**config.mk**
```make
export PLATFORM = sky130hd
export DESIGN_NAME = line_refill_master
export DESIGN_NICKNAME = d
export VERILOG_FILES = /design/src/rtl/line_refill_master.sv
export SDC_FILE = /design/constraint.sdc
export NUM_CORES = 1
export LEC_CHECK = 0
export BUFFER_PORTS_ARGS = -buffer_cell sky130_fd_sc_hd__buf_2
export CORE_ASPECT_RATIO = 0.5
export CORE_MARGIN = 2
export CORE_UTILIZATION = 45
export CTS_BUF_LIST = sky130_fd_sc_hd__clkbuf_8
export DETAILED_ROUTE_END_ITERATION = 12
export PLACE_DENSITY = 0.66
export SETUP_SLACK_MARGIN = 0.1
export SLEW_MARGIN = 40
export SYNTH_ARGS = -nofsm -noshare
export SYNTH_HDL_FRONTEND = slang
export SYNTH_SLANG_ARGS = --single-unit
```
**constraint.sdc**
```tcl
create_clock -name HCLK -period 7 [get_ports HCLK]
set_input_delay 0.7 -clock HCLK [delete_from_list [all_inputs] [get_ports HCLK]]
set_output_delay 0.7 -clock HCLK [all_outputs]
set_load 0.02 [all_outputs]
```
**src/rtl/line_refill_master.sv**
```systemverilog
// line_refill_master: AHB-Lite read master that refills one I-cache line.
// On a miss it issues an aligned INCR4 word burst, packs the four returned
// words into a line (word k at bits [32k+31:32k]) and presents the line to
// the cache array for one cycle. An ERROR response aborts the refill.
//
// Ports:
//   HCLK, HRESETn          clock, asynchronous active-low reset
//   miss_req, miss_addr    refill request and any byte address in the line
//   busy                   refill in progress
//   refill_valid           one-cycle pulse, refill_line/refill_addr valid
//   refill_line            assembled line
//   refill_addr            line-aligned address of refill_line
//   refill_err             one-cycle pulse, burst aborted by ERROR
//   HADDR..HWRITE          AHB-Lite master address/control
//   HREADY, HRESP, HRDATA  AHB-Lite slave response
module line_refill_master #(
  parameter int unsigned CACHE_LINE = 128
) (
  input  logic                  HCLK,
  input  logic                  HRESETn,
  input  logic                  miss_req,
  input  logic [31:0]           miss_addr,
  output logic                  busy,
  output logic                  refill_valid,
  output logic [CACHE_LINE-1:0] refill_line,
  output logic [31:0]           refill_addr,
  output logic                  refill_err,
  output logic [31:0]           HADDR,
  output logic [1:0]            HTRANS,
  output logic [2:0]            HBURST,
  output logic [2:0]            HSIZE,
  output logic                  HWRITE,
  input  logic                  HREADY,
  input  logic                  HRESP,
  input  logic [31:0]           HRDATA
);

  localparam int unsigned ADDR_W  = 32;
  localparam int unsigned WORD_W  = 32;
  localparam int unsigned N_WORDS = CACHE_LINE / WORD_W;
  localparam int unsigned CNT_W   = 3;
  localparam logic [CNT_W-1:0] LAST_BEAT = CNT_W'(N_WORDS - 1);

  localparam logic [1:0] TR_IDLE   = 2'b00;
  localparam logic [1:0] TR_NONSEQ = 2'b10;
  localparam logic [1:0] TR_SEQ    = 2'b11;

  typedef enum logic [2:0] {
    S_IDLE, S_BURST, S_DRAIN, S_DONE, S_ERR
  } state_e;

  state_e                  state_q, state_d;
  logic [ADDR_W-1:0]       base_q, base_d;
  logic [CNT_W-1:0]        a_cnt_q, a_cnt_d;
  logic [CNT_W-1:0]        d_cnt_q, d_cnt_d;
  logic [CACHE_LINE-1:0]   line_buf_q, line_buf_d;
  logic [CACHE_LINE-1:0]   refill_line_q, refill_line_d;
  logic [ADDR_W-1:0]       refill_addr_q, refill_addr_d;
  logic                    refill_valid_q, refill_valid_d;
  logic                    refill_err_q, refill_err_d;
  logic                    busy_q, busy_d;
  logic [ADDR_W-1:0]       haddr_q, haddr_d;
  logic [1:0]              htrans_q, htrans_d;

  logic accept, data_pend, err_first, err_last, beat_ok;

  // A data phase is outstanding whenever more address beats completed than data beats.
  always_comb begin
    accept    = (state_q == S_IDLE) && miss_req && !busy_q;
    data_pend = ((state_q == S_BURST) || (state_q == S_DRAIN)) && (d_cnt_q < a_cnt_q);
    err_first = data_pend && HRESP && !HREADY;
    // ERROR without the preceding wait cycle is treated as an immediate abort.
    err_last  = data_pend && HRESP && HREADY;
    beat_ok   = data_pend && HREADY && !HRESP;
  end

  // State register.
  always_ff @(posedge HCLK or negedge HRESETn) begin
    if (!HRESETn) state_q <= S_IDLE;
    else          state_q <= state_d;
  end

  // Next-state logic.
  always_comb begin
    state_d = state_q;
    unique case (state_q)
      S_IDLE:  if (accept) state_d = S_BURST;
      S_BURST: begin
        if (err_first)                           state_d = S_ERR;
        else if (err_last)                       state_d = S_IDLE;
        else if (HREADY && a_cnt_q == LAST_BEAT) state_d = S_DRAIN;
      end
      S_DRAIN: begin
        if (err_first)    state_d = S_ERR;
        else if (err_last) state_d = S_IDLE;
        else if (beat_ok)  state_d = S_DONE;
      end
      S_DONE:  state_d = S_IDLE;
      S_ERR:   if (HREADY) state_d = S_IDLE;
      default: state_d = S_IDLE;
    endcase
  end

  // Datapath and registered-output next values.
  always_comb begin
    base_d         = base_q;
    a_cnt_d        = a_cnt_q;
    d_cnt_d        = d_cnt_q;
    line_buf_d     = line_buf_q;
    refill_line_d  = refill_line_q;
    refill_addr_d  = refill_addr_q;
    haddr_d        = haddr_q;
    htrans_d       = TR_IDLE;
    refill_valid_d = 1'b0;
    refill_err_d   = ((state_q == S_ERR) && HREADY) || err_last;

    if (accept) begin
      base_d  = miss_addr & ~ADDR_W'(32'hF);
      a_cnt_d = '0;
      d_cnt_d = '0;
    end

    if ((state_q == S_BURST) && HREADY) a_cnt_d = a_cnt_q + CNT_W'(1);

    if (beat_ok) begin
      for (int k = 0; k < N_WORDS; k++) begin
        if (d_cnt_q == CNT_W'(k)) line_buf_d[k*WORD_W +: WORD_W] = HRDATA;
      end
      d_cnt_d = d_cnt_q + CNT_W'(1);
    end

    // Published line only changes on a successful refill; partial lines are dropped.
    if ((state_q == S_DRAIN) && (state_d == S_DONE)) begin
      refill_line_d  = line_buf_d;
      refill_addr_d  = base_q;
      refill_valid_d = 1'b1;
    end

    // busy stays up through the refill_err cycle so that cycle cannot accept.
    busy_d = (state_d != S_IDLE) || refill_err_d;

    // Address/control derive from next-cycle counters, so they hold while HREADY=0.
    if (state_d == S_BURST) begin
      htrans_d = (a_cnt_d == '0) ? TR_NONSEQ : TR_SEQ;
      haddr_d  = base_d + ADDR_W'({a_cnt_d[1:0], 2'b00});
    end
  end

  // Datapath and output registers.
  always_ff @(posedge HCLK or negedge HRESETn) begin
    if (!HRESETn) begin
      base_q         <= '0;
      a_cnt_q        <= '0;
      d_cnt_q        <= '0;
      line_buf_q     <= '0;
      refill_line_q  <= '0;
      refill_addr_q  <= '0;
      refill_valid_q <= 1'b0;
      refill_err_q   <= 1'b0;
      busy_q         <= 1'b0;
      haddr_q        <= '0;
      htrans_q       <= TR_IDLE;
    end else begin
      base_q         <= base_d;
      a_cnt_q        <= a_cnt_d;
      d_cnt_q        <= d_cnt_d;
      line_buf_q     <= line_buf_d;
      refill_line_q  <= refill_line_d;
      refill_addr_q  <= refill_addr_d;
      refill_valid_q <= refill_valid_d;
      refill_err_q   <= refill_err_d;
      busy_q         <= busy_d;
      haddr_q        <= haddr_d;
      htrans_q       <= htrans_d;
    end
  end

  assign busy         = busy_q;
  assign refill_valid = refill_valid_q;
  assign refill_line  = refill_line_q;
  assign refill_addr  = refill_addr_q;
  assign refill_err   = refill_err_q;
  assign HADDR        = haddr_q;
  assign HTRANS       = htrans_q;
  assign HBURST       = 3'b011;
  assign HSIZE        = 3'b010;
  assign HWRITE       = 1'b0;

endmodule

```
Word-level counts from Yosys, hierarchy flattened. Cells that the tools add are included.

Add/sub/neg operators: 3. Order comparisons: 1. Equality and inequality tests: 9. Mux-type cells: 22. Reduce and logical (&&, ||, !) cells: 23.

Operators by type and width (count): $mux 32 (5); $mux 128 (1); $mux 3 (12); $add 32x4->32 (1); $eq 3x2->1 const B (5); $logic_and 1x1->1 (12); $pmux 3 s4 (1); $eq 3x1->1 const B (3); $logic_not 3->1 (3); $add 3x1->3 const B (2); $eq 3x3->1 const B (1); $logic_not 1->1 (3); $logic_or 1x1->1 (3); $lt 3x3->1 (1); $reduce_bool 3->1 (1); $mux 1 (2); $mux 2 (1); $reduce_bool 2->1 (1).

Register bits after elaboration: 366. Input bits: 69.

Logic depth before layout (Yosys ltp).
Depth in word-level cells: 12. Mapped depth: 13.

Least setup slack after synthesis. OpenSTA, ideal clock, no wires.

Kind: input port to flip-flop. Start: input port miss_req. End: register haddr_q[10] (netlist: HADDR[10]). Library setup time: 0.125 ns. Arrival: 3.336 ns. Path slack: 3.539 ns. Cell stages on the path: 13. Buffers on the path: 2. Cell sequence: nor2b_1 nand2_1 clkbuf_1 clkbuf_1 nand3_1 o21ai_0 ha_1 fa_1 inv_1 nor4_1 o22ai_1 xnor2_1 mux2_2.

Cells in the longest elaborated chain, start to end: 5.

Ends and longest elaborated chain: start, declared (line 21) `input logic miss_req,`; $logic_and 1x1->1 (2 in series) (line 69) `accept = (state_q == S_IDLE) && miss_req && !busy_q;`; $mux 3 (line 117) `if (accept) begin`; $mux 3 (line 123) `if ((state_q == S_BURST) && HREADY) a_cnt_d = a_cnt_q + CNT_W'(1);`; named net a_cnt_d[0] (line 54) `logic [CNT_W-1:0] a_cnt_q, a_cnt_d;`; $add 32x4->32 (line 145) `haddr_d = base_d + ADDR_W'({a_cnt_d[1:0], 2'b00});`; end signal, assigned (line 173) `haddr_q <= haddr_d;`; end, declared (line 62) `logic [ADDR_W-1:0] haddr_q, haddr_d;`.

The timed path passes the listed nets, and every way through them passes these cells. A chain may end at the register's enable or synchronous reset.

Final worst setup path.
Start: register state_q[2]. End: register haddr_q[17] (netlist: HADDR[17]).

RTL lines: start, declared (line 52) `state_e state_q, state_d;`; start signal, assigned (line 80) `else state_q <= state_d;`; $logic_not 3->1 (line 69); $logic_and 1x1->1 (2 in series) (line 69); $mux 3 (line 117); $mux 3 (*) (line 123); named net a_cnt_d[1] (line 54); $add 32x4->32 (*) (line 145).

The timed path passes the listed nets; every way through them passes the cells marked *.

==> qor_table.md <==
| Quantity | Reported |
|---|---|
| Max frequency | 286.6 MHz |
| Post-synthesis share of cell area spent on and, or, nand and nor gates | 0.08875 |
| Synthesized-area fraction occupied by ao, oa, aoi and oai cells | 0.08084 |
| Period utilisation layout | 0.4984 |
| Cell taking the most area after synthesis | dfrtp_1 |
| Arrival time of the worst setup path | 3.98 ns |
| Run status | finished clean |
| Path depth of the worst reg2reg path | 9 |
| Logic depth of the worst path, buffers included | 9 |
| Register-to-register path setup slack | 3.51 ns |
| Post-DR wirelength/cell | 19.14 microns |
| Remaining antenna violation count | 0 |
| Worst rel slew slack | 0.4297 |
| Post-CTS Resized | 0 |
| Cell row count | 49 |
| Critical path cell sequence | nand2b_1 -> or2_0 -> o21ai_0 -> ha_1 -> a21oi_1 -> nor2_1 -> a21o_1 -> and4_1 -> o31ai_1 |
| Reg2reg start | state_q[2]$_DFF_PN0_ |
| Dominant combinational cell family by area after synthesis | multiplexers |
| Adder-Cell Fraction of Synth Area | 0.009582 |
| Net count reported at finish | 1676 |
| Mapped cell area | 16450 sq um |
| Die Width | 274.4 microns |
| Slew of the pin with the lowest slew margin | 0.8554 ns |
| Multiplexer area fraction after synthesis | 0.2310 |
| Deepest clock path buffer count | 3 |
| Critical path buffers and inverters | 0 |
| Worst flop-to-flop path endpoint | HADDR[17]$_DFFE_PN0N_ |
| Crit path capture type | flip-flop |
| Layout Cells excl Fill | 2122 |
| Worst-skew pair later-pin latency | 0.60 ns |
| Number of placed cells counting well taps | 2022 |
| Worst-path maximum fanout | 8 |
| Number of unique standard cell types used by synthesis | 54 |
| Post-synthesis share of cell area spent on xor and xnor gates | 0.002662 |
| Layout Utilization | 0.5394 |
| Internal power | 5445 uW |
| Cell family with the largest share of critical-path delay | compound AO/OA/AOI/OAI gates |
| Clock tree from TritonCTS | yes |
| Critical path startpoint | state_q[2]$_DFF_PN0_ |
| Routed wire length | 40610 microns |
| Final Wtd Congestion | 0.8767 |
| Worst clock skew | 0.01989 ns |
| FFs w/ async S/R, synth | 1.000 |
| Yosys reg bits | 366 |
| Starting DRC count in detailed routing | 716 |
| Synth Flop Type | dfrtp_1 |
| Setup Crit Path Kind | reg -> reg |
| Post-CTS setup-driven buffer insertion count | 0 |
| Final HPWL DP | 26050 microns |
| MaxCap Viol Count | 0 |
| Seq pwr share | 0.399 |
| Core area | 35990 sq um |
| Power density over the cells | 453.2 nW/um^2 |
| Initial core utilization | 0.4572 |
| Number of detailed-route iterations in the first pass | 5 |
| Vias per Instance | 5.360 |
| Clock Power Share | 0.214 |
| Cts-stage hold buffer count | 1 |
| RSZ-0062 raised after global routing | false |
| Switching Share | 0.3811 |
| Destination of the critical timing path | HADDR[17]$_DFFE_PN0N_ |
| Peak supply drop | 234.0 uV |
| Min-Delay Path Class | in -> reg |
| Most instantiated cells after synthesis | dfrtp_1, a21oi_1, nor2_1 |
| Final-layout setup total negative slack | 0 ns |
| Vertical die dimension | 139.2 microns |
| Critical path required time | 7.49 ns |
| Fraction of power consumed by combinational cells | 0.387 |
| Total clock sinks | 366 |
| Cell at the root of the clock tree | clkbuf_8 |
| Total leakage power | 0.01021 uW |
| Sequential area share after synthesis | 0.5567 |
| Quantity of I/O buffers inserted on ports | 261 |
| Count of flip-flops with a built-in enable after synthesis | 0 |
| Most instantiated library cell after synthesis | dfrtp_1 |
| Aggregate global-route resource usage | 0.2134 |
| Final hold violation count | 0 |
| Portion of synthesized cell area occupied by the leading cell type | 0.5567 |
| Total number of yosys warnings | 0 |
| Detailed-route via count | 11374 |
| Cell count after synthesis | 1341 |
| Standard cell with the maximum stage delay on the critical path | a21oi_1 |
| Post-CTS clock slew at the launch and capture registers of the worst setup and hold paths | 0.06 ns |
| Fraction of layout cells with a size suffix above 1 | 0.3313 |
| Area growth from synthesis to layout | 17.98% |
| Total CTS buffers | 53 |
| Top-level port count | 273 |
| Initial antenna violation count | 2 |
| Count of final max-slew check failures | 0 |
| First-pass GRT wire length | 64690 microns |
| Total net switching power | 3353 uW |
| Number of global-route vias before repair | 11611 |
| DRC | 0 |
| Main area contributors after synthesis | dfrtp_1, mux2i_1, mux2_4 |
| Die area | 38200 sq um |
| Hold Slack | 0.3311 ns |
| Sum of overflow across all layers after global routing | 0 |
| Final period demand of the worst path | 3.489 ns |
| Synthesized area per cell | 12.27 sq um |
| CTS H-tree lvls | 2 |
| Crit-path max cell delay | 0.67 ns |
| Worst setup SP type | flip-flop |
| Setup-failing EPs final | 0 |
| Largest net degree at the start of global routing | 195 |
registers in the layout (all words and copies together), names as in the netlist:
name / cells
refill_valid: 1
busy: 1
HTRANS: 2
refill_line: 128
line_buf_q: 128
state_q: 3
a_cnt_q: 3
refill_addr: 32
HADDR: 32
d_cnt_q: 3
refill_err: 1
base_q: 32
layer usage:
metal,GRT usage,wire length [microns],up-vias
met5,0,0,-
met4,0.06121,765,0
met3,0.03900,1823,61
met2,0.3530,20030,293
met1,0.2890,18000,5746
li1,-,-,5274
per-stage QoR:
stage,power (uW),cell area [sq um],setup WS [ns]
2_1_floorplan,5803,16470,3.539
3_3_place_gp,6834,18120,3.350
3_5_place_dp,6959,18180,3.289
4_1_cts,8880,19380,3.508
5_1_grt,9347,19410,3.219
6_report,8798,19410,3.511
layout by cell type (no fill, tap or decap), drive strengths merged, types with 6 or more instances in the layout:
cell type / n
dfrtp: 366
buf: 276
mux2: 183
a21oi: 147
nor2: 145
mux2i: 140
clkbuf: 73
nand2: 50
inv: 31
o21ai: 21
o31ai: 20
nand3: 19
nand4: 14
and4: 13
and2: 12
ha: 11
and3: 10
nor3: 10
nor4: 10
a31oi: 9
clkinv: 9
conb: 7
nand2b: 6
worst min path at each step:
stage,startpoint,to,slack (ns),cells after the start
2_1_floorplan,HRESETn,HADDR[0]$_DFFE_PN0N_,0.40,0
3_5_place_dp,HADDR[2]$_DFFE_PN0N_,HADDR[2]$_DFFE_PN0N_,0.46,2
3_3_place_gp,HADDR[3]$_DFFE_PN0N_,HADDR[3]$_DFFE_PN0N_,0.46,2
5_1_grt,HREADY,state_q[2]$_DFF_PN0_,0.29,2
4_1_cts,HREADY,state_q[2]$_DFF_PN0_,0.28,2
6_report,HREADY,state_q[2]$_DFF_PN0_,0.33,2
layout make-up:
cell class / count / area [sq um]
Clock buffer: 73 / 1005
Tap cell: 484 / 605.6
Sequential cell: 366 / 9159
Fill cell: 3097 / 16580
Inverter: 21 / 78.83
Multi-Input combinational cell: 876 / 6844
Clock inverter: 23 / 183.9
Timing Repair Buffer: 277 / 1531
Antenna cell: 2 / 5.005
power by group through the flow:
stage          clock network (uW)  logic [uW]  registers (uW)
3_5_place_dp                    0        3420            3540
6_report                     1890        3400            3510
2_1_floorplan                   0        1830            3970
5_1_grt                      2040        3690            3620
3_3_place_gp                    0        3330            3500
4_1_cts                      1940        3430            3510
cell families (layout without fill, tap and decap cells):
| kind of cell | Yosys count | in the layout |
|---|---|---|
| compound gates | 230 | 230 |
| xor+xnor | 5 | 5 |
| fa+ha+maj | 12 | 12 |
| buf+inv | 104 | 394 |
| flops | 366 | 366 |
| mux | 323 | 323 |
| other cells | 2 | 9 |
| simple gates | 299 | 299 |
(Power assumes the default switching activity.)
